### src/rtl/nes_joypad_ports_if.sv
`default_nettype none
// ============================================================================
// Module   : nes_joypad_ports_if
// Desc     : CPU-side $4016/$4017 register bus for the joypad port block
// Revision : 1.0 - initial release
// ============================================================================
interface nes_joypad_ports_if #(
    parameter int PAD_W = 2
) ();
    logic             wr_en;
    logic [7:0]       wr_data;
    logic             rd_en;
    logic [PAD_W-1:0] rd_sel;
    logic [7:0]       rd_data;
    logic             strobe;

    modport master (
        output wr_en, wr_data, rd_en, rd_sel,
        input  rd_data, strobe
    );

    modport slave (
        input  wr_en, wr_data, rd_en, rd_sel,
        output rd_data, strobe
    );
endinterface
`default_nettype wire

### src/rtl/nes_joypad_ports.sv
`default_nettype none
// ============================================================================
// Module   : nes_joypad_ports
// Desc     : NUM_PADS serial NES controller ports with A/B turbo and
//            opposing-direction suppression
// Revision : 1.0 - initial release
// ============================================================================
module nes_joypad_ports #(
    parameter int          NUM_PADS    = 2,
    parameter int          BUTTONS     = 8,
    parameter logic [19:0] TURBO_DIV   = 20'd416_666,
    parameter bit          OPPOSE_MASK = 1'b1,
    parameter int          PAD_W       = 2
) (
    input  wire logic                          clk,
    input  wire logic                          reset,
    input  wire logic [NUM_PADS*BUTTONS-1:0]   buttons_in,
    input  wire logic [2*NUM_PADS-1:0]         turbo_en,
    nes_joypad_ports_if.slave                  bus
);

    logic                  r_strobe;
    logic [7:0]            r_rd_data;
    logic [19:0]           r_turbo_cnt;
    logic                  r_turbo_phase;
    logic                  w_reload;
    logic [(1<<PAD_W)-1:0] w_lsb;
    logic                  w_unused;

    // A strobe-setting write reloads on the same edge, and so does the
    // write that clears strobe (r_strobe is still high on that edge).
    assign w_reload = r_strobe | (bus.wr_en & bus.wr_data[0]);
    assign w_unused = ^bus.wr_data[7:1];

    assign bus.strobe  = r_strobe;
    assign bus.rd_data = r_rd_data;

    always_ff @(posedge clk) begin
        if (reset) begin
            r_turbo_cnt   <= 20'd0;
            r_turbo_phase <= 1'b0;
        end else if (r_turbo_cnt == TURBO_DIV - 20'd1) begin
            r_turbo_cnt   <= 20'd0;
            r_turbo_phase <= ~r_turbo_phase;
        end else begin
            r_turbo_cnt   <= r_turbo_cnt + 20'd1;
        end
    end

    always_ff @(posedge clk) begin
        if (reset) begin
            r_strobe  <= 1'b0;
            r_rd_data <= 8'h00;
        end else begin
            if (bus.wr_en) begin
                r_strobe <= bus.wr_data[0];
            end
            // Unpopulated port indices read a 0 serial bit, giving 8'h40.
            if (bus.rd_en) begin
                r_rd_data <= {7'b0100000, w_lsb[bus.rd_sel]};
            end
        end
    end

    genvar p;
    generate
        for (p = 0; p < (1 << PAD_W); p++) begin : g_pad
            if (p < NUM_PADS) begin : g_live
                logic [BUTTONS-1:0] w_raw;
                logic [BUTTONS-1:0] w_turbo;
                logic [BUTTONS-1:0] w_eff;
                logic [BUTTONS-1:0] r_sr;

                assign w_raw = buttons_in[p*BUTTONS +: BUTTONS];

                always_comb begin
                    w_turbo    = w_raw;
                    w_turbo[0] = w_raw[0] & (r_turbo_phase | ~turbo_en[2*p]);
                    w_turbo[1] = w_raw[1] & (r_turbo_phase | ~turbo_en[2*p+1]);
                end

                if (OPPOSE_MASK && (BUTTONS >= 8)) begin : g_oppose
                    always_comb begin
                        w_eff = w_turbo;
                        if (w_turbo[4] && w_turbo[5]) begin
                            w_eff[5:4] = 2'b00;
                        end
                        if (w_turbo[6] && w_turbo[7]) begin
                            w_eff[7:6] = 2'b00;
                        end
                    end
                end else begin : g_no_oppose
                    assign w_eff = w_turbo;
                end

                always_ff @(posedge clk) begin
                    if (reset) begin
                        r_sr <= '1;
                    end else if (w_reload) begin
                        r_sr <= w_eff;
                    end else if (bus.rd_en && (bus.rd_sel == PAD_W'(p))) begin
                        r_sr <= {1'b1, r_sr[BUTTONS-1:1]};
                    end
                end

                assign w_lsb[p] = r_sr[0];
            end else begin : g_empty
                assign w_lsb[p] = 1'b0;
            end
        end
    endgenerate

endmodule
`default_nettype wire

### src/flat_wrapper.sv
// flat-port wrapper written by rule: the top's interface ports become plain ports
module nes_joypad_ports_flat 
#(
    parameter int          NUM_PADS    = 2,
    parameter int          BUTTONS     = 8,
    parameter logic [19:0] TURBO_DIV   = 20'd416_666,
    parameter bit          OPPOSE_MASK = 1'b1,
    parameter int          PAD_W       = 2
)
  (clk, reset, buttons_in, turbo_en, bus_wr_en, bus_wr_data, bus_rd_en, bus_rd_sel, bus_rd_data, bus_strobe);
  nes_joypad_ports_if #(.PAD_W(PAD_W)) bus_i ();
  input  wire logic clk;
  input  wire logic reset;
  input  wire logic [NUM_PADS*BUTTONS-1:0] buttons_in;
  input  wire logic [2*NUM_PADS-1:0] turbo_en;
  input wire logic [$bits(bus_i.wr_en)-1:0] bus_wr_en;
  input wire logic [$bits(bus_i.wr_data)-1:0] bus_wr_data;
  input wire logic [$bits(bus_i.rd_en)-1:0] bus_rd_en;
  input wire logic [$bits(bus_i.rd_sel)-1:0] bus_rd_sel;
  output wire logic [$bits(bus_i.rd_data)-1:0] bus_rd_data;
  output wire logic [$bits(bus_i.strobe)-1:0] bus_strobe;
  assign bus_i.wr_en = bus_wr_en;
  assign bus_i.wr_data = bus_wr_data;
  assign bus_i.rd_en = bus_rd_en;
  assign bus_i.rd_sel = bus_rd_sel;
  assign bus_rd_data = bus_i.rd_data;
  assign bus_strobe = bus_i.strobe;
  nes_joypad_ports #(.NUM_PADS(NUM_PADS), .BUTTONS(BUTTONS), .TURBO_DIV(TURBO_DIV), .OPPOSE_MASK(OPPOSE_MASK), .PAD_W(PAD_W)) u_core (.clk(clk), .reset(reset), .buttons_in(buttons_in), .turbo_en(turbo_en), .bus(bus_i));
endmodule
### config.mk
export PLATFORM = sky130hd
export DESIGN_NAME = nes_joypad_ports_flat
export DESIGN_NICKNAME = d
export VERILOG_FILES = /design/src/rtl/nes_joypad_ports_if.sv /design/src/rtl/nes_joypad_ports.sv /design/src/flat_wrapper.sv
export SDC_FILE = /design/constraint.sdc
export NUM_CORES = 1
export LEC_CHECK = 0
export BUFFER_PORTS_ARGS = -buffer_cell sky130_fd_sc_hd__buf_2
export CAP_MARGIN = 30
export CORE_MARGIN = 10
export CORE_UTILIZATION = 42
export DETAILED_ROUTE_END_ITERATION = 6
export PLACE_DENSITY_LB_ADDON = 0.05
export SETUP_SLACK_MARGIN = 0.3
export SLEW_MARGIN = 25
export SYNTH_ARGS = -nofsm -noshare
export SYNTH_HDL_FRONTEND = slang
export SYNTH_SLANG_ARGS = --single-unit
### constraint.sdc
create_clock -name clk -period 2.4 [get_ports clk]
set_input_delay 0.24 -clock clk [delete_from_list [all_inputs] [get_ports clk]]
set_output_delay 0.24 -clock clk [all_outputs]
set_load 0.05 [all_outputs]
* Word level (Yosys, flattened, before mapping)
Index checks and enable logic that the tools add are counted.
Operators by class: $add $sub $neg 1, magnitude comparators 1, equality and inequality tests 2, multiplexer cells 10, bitwise gates (word level) 15, reduce and logical (&&, ||, !) cells 10
Operators with widths (number):
- $mux 8 | 4
- $add 20x1->20 const B | 1
- $eq 20x19->1 const B | 1
- $mux 2 | 4
- $logic_and 1x1->1 | 6
- $and 1x1->1 | 5
- $not 1->1 | 5
- $or 1x1->1 | 5
- $reduce_bool 2->1 | 2
- $lt 2x3->1 const B | 1
- $bmux 1 s2 | 1
- $eq 2x1->1 const B | 1
- $logic_not 2->1 | 1
- $reduce_or 2->1 | 1
- $mux 1 | 1
Storage, ports and cells: flip-flop bits (word level) 40, input port bits 34, output and inout bits 9, word-level logic and storage cells 45

* Depth between registers and ports, before layout
depth in word-level cells 4, depth in mapped cells 6, depth with buffers taken out 5

* Worst setup path after synthesis
Ideal clock, no wire load.
path kind register to register, start point register u_core.r_turbo_cnt[13], end point register u_core.r_turbo_cnt[10], library setup time 0.115 ns, data arrival time 1.674 ns, required time 2.285 ns, setup slack 0.612 ns, cell stages (with the launch flop) 5, buffers on the path 1, period minus slack after synthesis 1.788 ns, cell sequence dfxtp_1 -> or4b_4 -> o41ai_4 -> buf_6 -> nor2_1
Between the ends: cells in the longest elaborated chain, start to end 2
Ends and longest elaborated chain:
- from (decl) | line nes_joypad_ports.sv:24 | logic [19:0] r_turbo_cnt;
- from (signal assigned) | line nes_joypad_ports.sv:46 | r_turbo_cnt <= r_turbo_cnt + 20'd1;
- $eq 20x19->1 | line nes_joypad_ports.sv:42 | end else if (r_turbo_cnt == TURBO_DIV - 20'd1) begin
- $reduce_or 2->1 (no line)
No other way between the ends. A chain may end at the register's enable or synchronous reset.

* Worst setup path in the final report
start point register u_core.r_turbo_cnt[0], end point register u_core.r_turbo_cnt[18]
Between the ends: cells in the longest elaborated chain, start to end 2, elaborated cells between the ends (all ways) 3, those cells by class 1 x add/sub; 1 x eq/ne; 1 x reduce/logical
Ends and longest elaborated chain:
- parallel branches: the longest is 2 deep, another holds $add 20x1->20
Several ways; the timed one is not identified.

==> results.sh <==
export IMPL_run_status="complete, no violations"
export IMPL_die_area_um2=7590
export IMPL_final_core_utilization=0.493
export IMPL_timing_hold_worst_path_depth=3
export IMPL_initial_core_utilization=0.435
export IMPL_postCtsSetupRepairBufs=0
export IMPL_gr_usage_all_layers=0.113
export IMPL_routedWlPerCell_um=13.9
export IMPL_ys_top_cells_by_area="sky130_fd_sc_hd__dfxtp_1 42%, sky130_fd_sc_hd__mux2i_1 9.0%, sky130_fd_sc_hd__nor2_1 5.6%, sky130_fd_sc_hd__xnor2_1 4.6%, sky130_fd_sc_hd__a31oi_1 4.0%"
export IMPL_drt_initial_drc_count=39
export IMPL_grt_antenna_before_repair=0
export IMPL_rr_endpoint="u_core.r_turbo_cnt[18]$_SDFF_PP0_"
export IMPL_drt_antenna_violating_nets=0
export IMPL_timing_critical_path_arrival_ns=2.08
export IMPL_cap_viol_max_count=0
export IMPL_final_std_cells_w_o_fill=295
export IMPL_die_width_um=87.1
export IMPL_timing_critical_path_required_ns=2.62
export IMPL_finalWirelength_um=4110
export IMPL_placement_rows=24
export IMPL_numPlacedInstances=287
export IMPL_antenna_diode_count=0
export IMPL_period_minus_slack_ns=1.86
export IMPL_finClkSkew_ns=0.00775
export IMPL_syn_area_per_cell_um2=8.89
export IMPL_setup_worst_path_end_class="register"
export IMPL_max_freq_mhz=538
export IMPL_critical_path_startpoint_type="register"
export IMPL_total_congestion_overflow_after_global_routing=0
export IMPL_vias=1534
export IMPL_synth_seq_cells=40
export IMPL_worstSetupPathType="register to register"
export IMPL_ff2ff_setup_slack_ns=0.54
export IMPL_grt_start_max_net_pins=33
export IMPL_slew_headroom=0.431
export IMPL_remaining_drc_errors=0
export IMPL_design_area_um2=2150
export IMPL_post_route_cells_drive_above_1_share=0.181
export IMPL_cts_resized=0
export IMPL_met2WireLength_um=1960
export IMPL_static_power_due_to_leakage_nw=0.894
export IMPL_cts_tree="yes"
export IMPL_cts_htree_levels=2
export IMPL_hold_end="u_core.g_pad[0].g_live.r_sr[2]$_SDFFE_PP1P_"
export IMPL_gp_congestion=0.763
export IMPL_clock_insertion_delay_worst_skew_ns=0.29
export IMPL_holdBufCountCts=0
export IMPL_grt_setup_unrepaired="false"
export IMPL_buffer_ports_inserted=29
export IMPL_critical_path_max_fanout=4
export IMPL_ir_worst_vdd_mv=0.372
export IMPL_finish_net_count=278
export IMPL_power_total_mw=1.32
export IMPL_cts_buffers_inserted=5
export IMPL_holdCritPathClass="primary input to register"
export IMPL_synth_largest_type_area_fraction=0.423
export IMPL_ys_seq_area_frac=0.423
export IMPL_p_per_area_nw_per_um2=617
export IMPL_fin_setup_tns_ns=0
export IMPL_first_pass_iters=4
export IMPL_hold_slack_ns=0.172
export IMPL_synth_cell_area_um2=1890
export IMPL_routed_via_density=5.20
export IMPL_detailedPlacementHpwl_um=3100
export IMPL_yosys_cell_types_count=35
export IMPL_syn_inst=213
export IMPL_clk_path_buf_depth=2
export IMPL_io_pin_count=43
export IMPL_synthToLayoutAreaGrowth_pct=13.4
export IMPL_wirelength_met1_um=1760
export IMPL_dp_worst_setup_slack_ns=0.538
export IMPL_cts_clk_slew_worst_paths_ns=0.08
export IMPL_route_top_layer_used="met4"
export IMPL_clock_tree_root_cell="sky130_fd_sc_hd__clkbuf_8"
export IMPL_report_final_slew_viol_count=0
export IMPL_met3WireLength_um=336
export IMPL_grt_first_pass_wirelength_um=7060
export IMPL_vias_in_the_first_global_route=1546
export IMPL_synth_largest_area_cell="sky130_fd_sc_hd__dfxtp_1"
export IMPL_worst_pin_slew_ns=0.854
export IMPL_fin_crit_sh=0.775
export IMPL_core_area_um2=4350
export IMPL_worst_slack_ns=0.541
export IMPL_rr_startpoint="u_core.r_turbo_cnt[0]$_SDFF_PP0_"
export IMPL_worst_hold_startpoint="buttons_in[2]"
export IMPL_r2r_worst_path_cells=5
export IMPL_timing_final_setup_violations=0
export IMPL_yosys_warnings=0
export IMPL_post_dp_cell_area_um2=2050
export IMPL_finalHoldViolCount=0
export IMPL_cts_sinks=40
export IMPL_fp_dieH_um=87.1
[worst max-delay path, stage by stage, from the launching register on]
cell and delay [ns]:
sky130_fd_sc_hd__dfxtp_1 0.39, sky130_fd_sc_hd__ha_1 0.24, sky130_fd_sc_hd__nand2_1 0.12, sky130_fd_sc_hd__or4_1 0.58
sky130_fd_sc_hd__or3_1 0.33, sky130_fd_sc_hd__a21oi_1 0.14
[cells by family (layout without fill, tap and decap cells)]
group                      after synthesis  after routing  synth area share
muxes                                   18             18            0.0958
xor gates and xnor gates                14             14            0.0648
DFF                                     40             40             0.423
other                                    1              6           0.00198
adders and majority gates                2              2            0.0132
and+or+nand+nor                         78             78             0.216
buffers and inverters                   24             49            0.0635
AOI/OAI and AO/OA                       36             36             0.122
[area by class of cell]
cell class | instances | area [µm²]
Clock buffer | 6 | 82.6
Clock inverter | 2 | 10.0
Fill cell | 423 | 2210
Inverter | 10 | 37.5
Multi-Input combinational cell | 154 | 991
Sequential cell | 40 | 801
Tap cell | 52 | 65.1
Timing Repair Buffer | 31 | 160
[how the worst max path moves through the flow]
stage | startpoint | to | slack, ns | cells past startpoint
floorplan | u_core.r_turbo_cnt[13]$_SDFF_PP0_ | u_core.r_turbo_cnt[10]$_SDFF_PP0_ | 0.61 | 4
global placement | u_core.r_turbo_cnt[0]$_SDFF_PP0_ | u_core.r_turbo_cnt[18]$_SDFF_PP0_ | 0.58 | 5
detailed placement | u_core.r_turbo_cnt[0]$_SDFF_PP0_ | u_core.r_turbo_cnt[18]$_SDFF_PP0_ | 0.54 | 5
CTS | u_core.r_turbo_cnt[0]$_SDFF_PP0_ | u_core.r_turbo_cnt[18]$_SDFF_PP0_ | 0.53 | 5
global route | u_core.r_turbo_cnt[0]$_SDFF_PP0_ | u_core.r_turbo_cnt[18]$_SDFF_PP0_ | 0.40 | 5
finish | u_core.r_turbo_cnt[0]$_SDFF_PP0_ | u_core.r_turbo_cnt[18]$_SDFF_PP0_ | 0.54 | 5
[layer usage]
metal  vias to the layer above  global-route usage
met1                       698               0.127
met2                        34               0.187
met3                         6              0.0468
li1                        796                   -
met5                         -                   0
met4                         0              0.0377
[cells in the mapped netlist]
| cell type | instances |
|---|---|
| sky130_fd_sc_hd__dfxtp_1 | 40 |
| sky130_fd_sc_hd__nor2_1 | 28 |
| sky130_fd_sc_hd__mux2i_1 | 17 |
| sky130_fd_sc_hd__o21ai_0 | 15 |
| sky130_fd_sc_hd__a31oi_1 | 12 |
| sky130_fd_sc_hd__nand2_1 | 11 |
| sky130_fd_sc_hd__inv_1 | 10 |
| sky130_fd_sc_hd__xnor2_1 | 10 |
| sky130_fd_sc_hd__nand4_1 | 7 |
| sky130_fd_sc_hd__buf_4 | 6 |
| sky130_fd_sc_hd__clkbuf_1 | 5 |
| sky130_fd_sc_hd__nor4_1 | 5 |
| sky130_fd_sc_hd__nand2b_1 | 4 |
| sky130_fd_sc_hd__nor3_1 | 4 |
| sky130_fd_sc_hd__o211ai_1 | 4 |
| sky130_fd_sc_hd__or4_1 | 4 |
| sky130_fd_sc_hd__xor2_1 | 4 |
| sky130_fd_sc_hd__a21oi_1 | 3 |
| sky130_fd_sc_hd__nand3_1 | 3 |
| sky130_fd_sc_hd__and3_1 | 2 |
| sky130_fd_sc_hd__buf_1 | 2 |
| sky130_fd_sc_hd__ha_1 | 2 |
| sky130_fd_sc_hd__nor2b_1 | 2 |
| sky130_fd_sc_hd__or3_1 | 2 |
| sky130_fd_sc_hd__a21o_1 | 1 |
| sky130_fd_sc_hd__buf_6 | 1 |
| sky130_fd_sc_hd__conb_1 | 1 |
| sky130_fd_sc_hd__mux2_2 | 1 |
| sky130_fd_sc_hd__nand3_2 | 1 |
| sky130_fd_sc_hd__nand3b_1 | 1 |
| sky130_fd_sc_hd__nand4_2 | 1 |
| sky130_fd_sc_hd__nor3b_1 | 1 |
| sky130_fd_sc_hd__nor4b_1 | 1 |
| sky130_fd_sc_hd__o41ai_4 | 1 |
| sky130_fd_sc_hd__or4b_4 | 1 |
[where the power goes]
| group | switching [mW] | internal (mW) | leakage [nW] |
|---|---|---|---|
| registers | 0.0196 | 0.697 | 0.328 |
| logic | 0.0960 | 0.0581 | 0.515 |
| clock network | 0.224 | 0.229 | 0.0510 |
| total | 0.340 | 0.984 | 0.894 |
[cell usage in the layout (no fill, tap or decap), types with 2 or more instances in the layout]
cell type and instances:
sky130_fd_sc_hd__dfxtp_1 40, sky130_fd_sc_hd__buf_2 29, sky130_fd_sc_hd__nor2_1 28, sky130_fd_sc_hd__mux2i_1 17, sky130_fd_sc_hd__o21ai_0 15, sky130_fd_sc_hd__a31oi_1 12, sky130_fd_sc_hd__nand2_1 11, sky130_fd_sc_hd__inv_1 10
sky130_fd_sc_hd__xnor2_1 10, sky130_fd_sc_hd__nand4_1 7, sky130_fd_sc_hd__conb_1 6, sky130_fd_sc_hd__clkbuf_8 6, sky130_fd_sc_hd__nor4_1 5, sky130_fd_sc_hd__nor3_1 4, sky130_fd_sc_hd__xor2_1 4, sky130_fd_sc_hd__o211ai_1 4
sky130_fd_sc_hd__nand2b_1 4, sky130_fd_sc_hd__or4_1 4, sky130_fd_sc_hd__nand3_1 3, sky130_fd_sc_hd__a21oi_1 3, sky130_fd_sc_hd__and3_1 2, sky130_fd_sc_hd__nor2b_1 2, sky130_fd_sc_hd__or3_1 2, sky130_fd_sc_hd__ha_1 2
sky130_fd_sc_hd__clkinv_2 2, sky130_fd_sc_hd__buf_4 2
[flip-flops by register name, indices dropped and copies added (netlist names)]
name and flops:
u_core.r_turbo_cnt 20, u_core.g_pad.g_live.r_sr 16, u_core.bus.rd_data 2, u_core.bus.strobe 1, u_core.r_turbo_phase 1
Note: power is estimated with default switching activity, not from simulation.
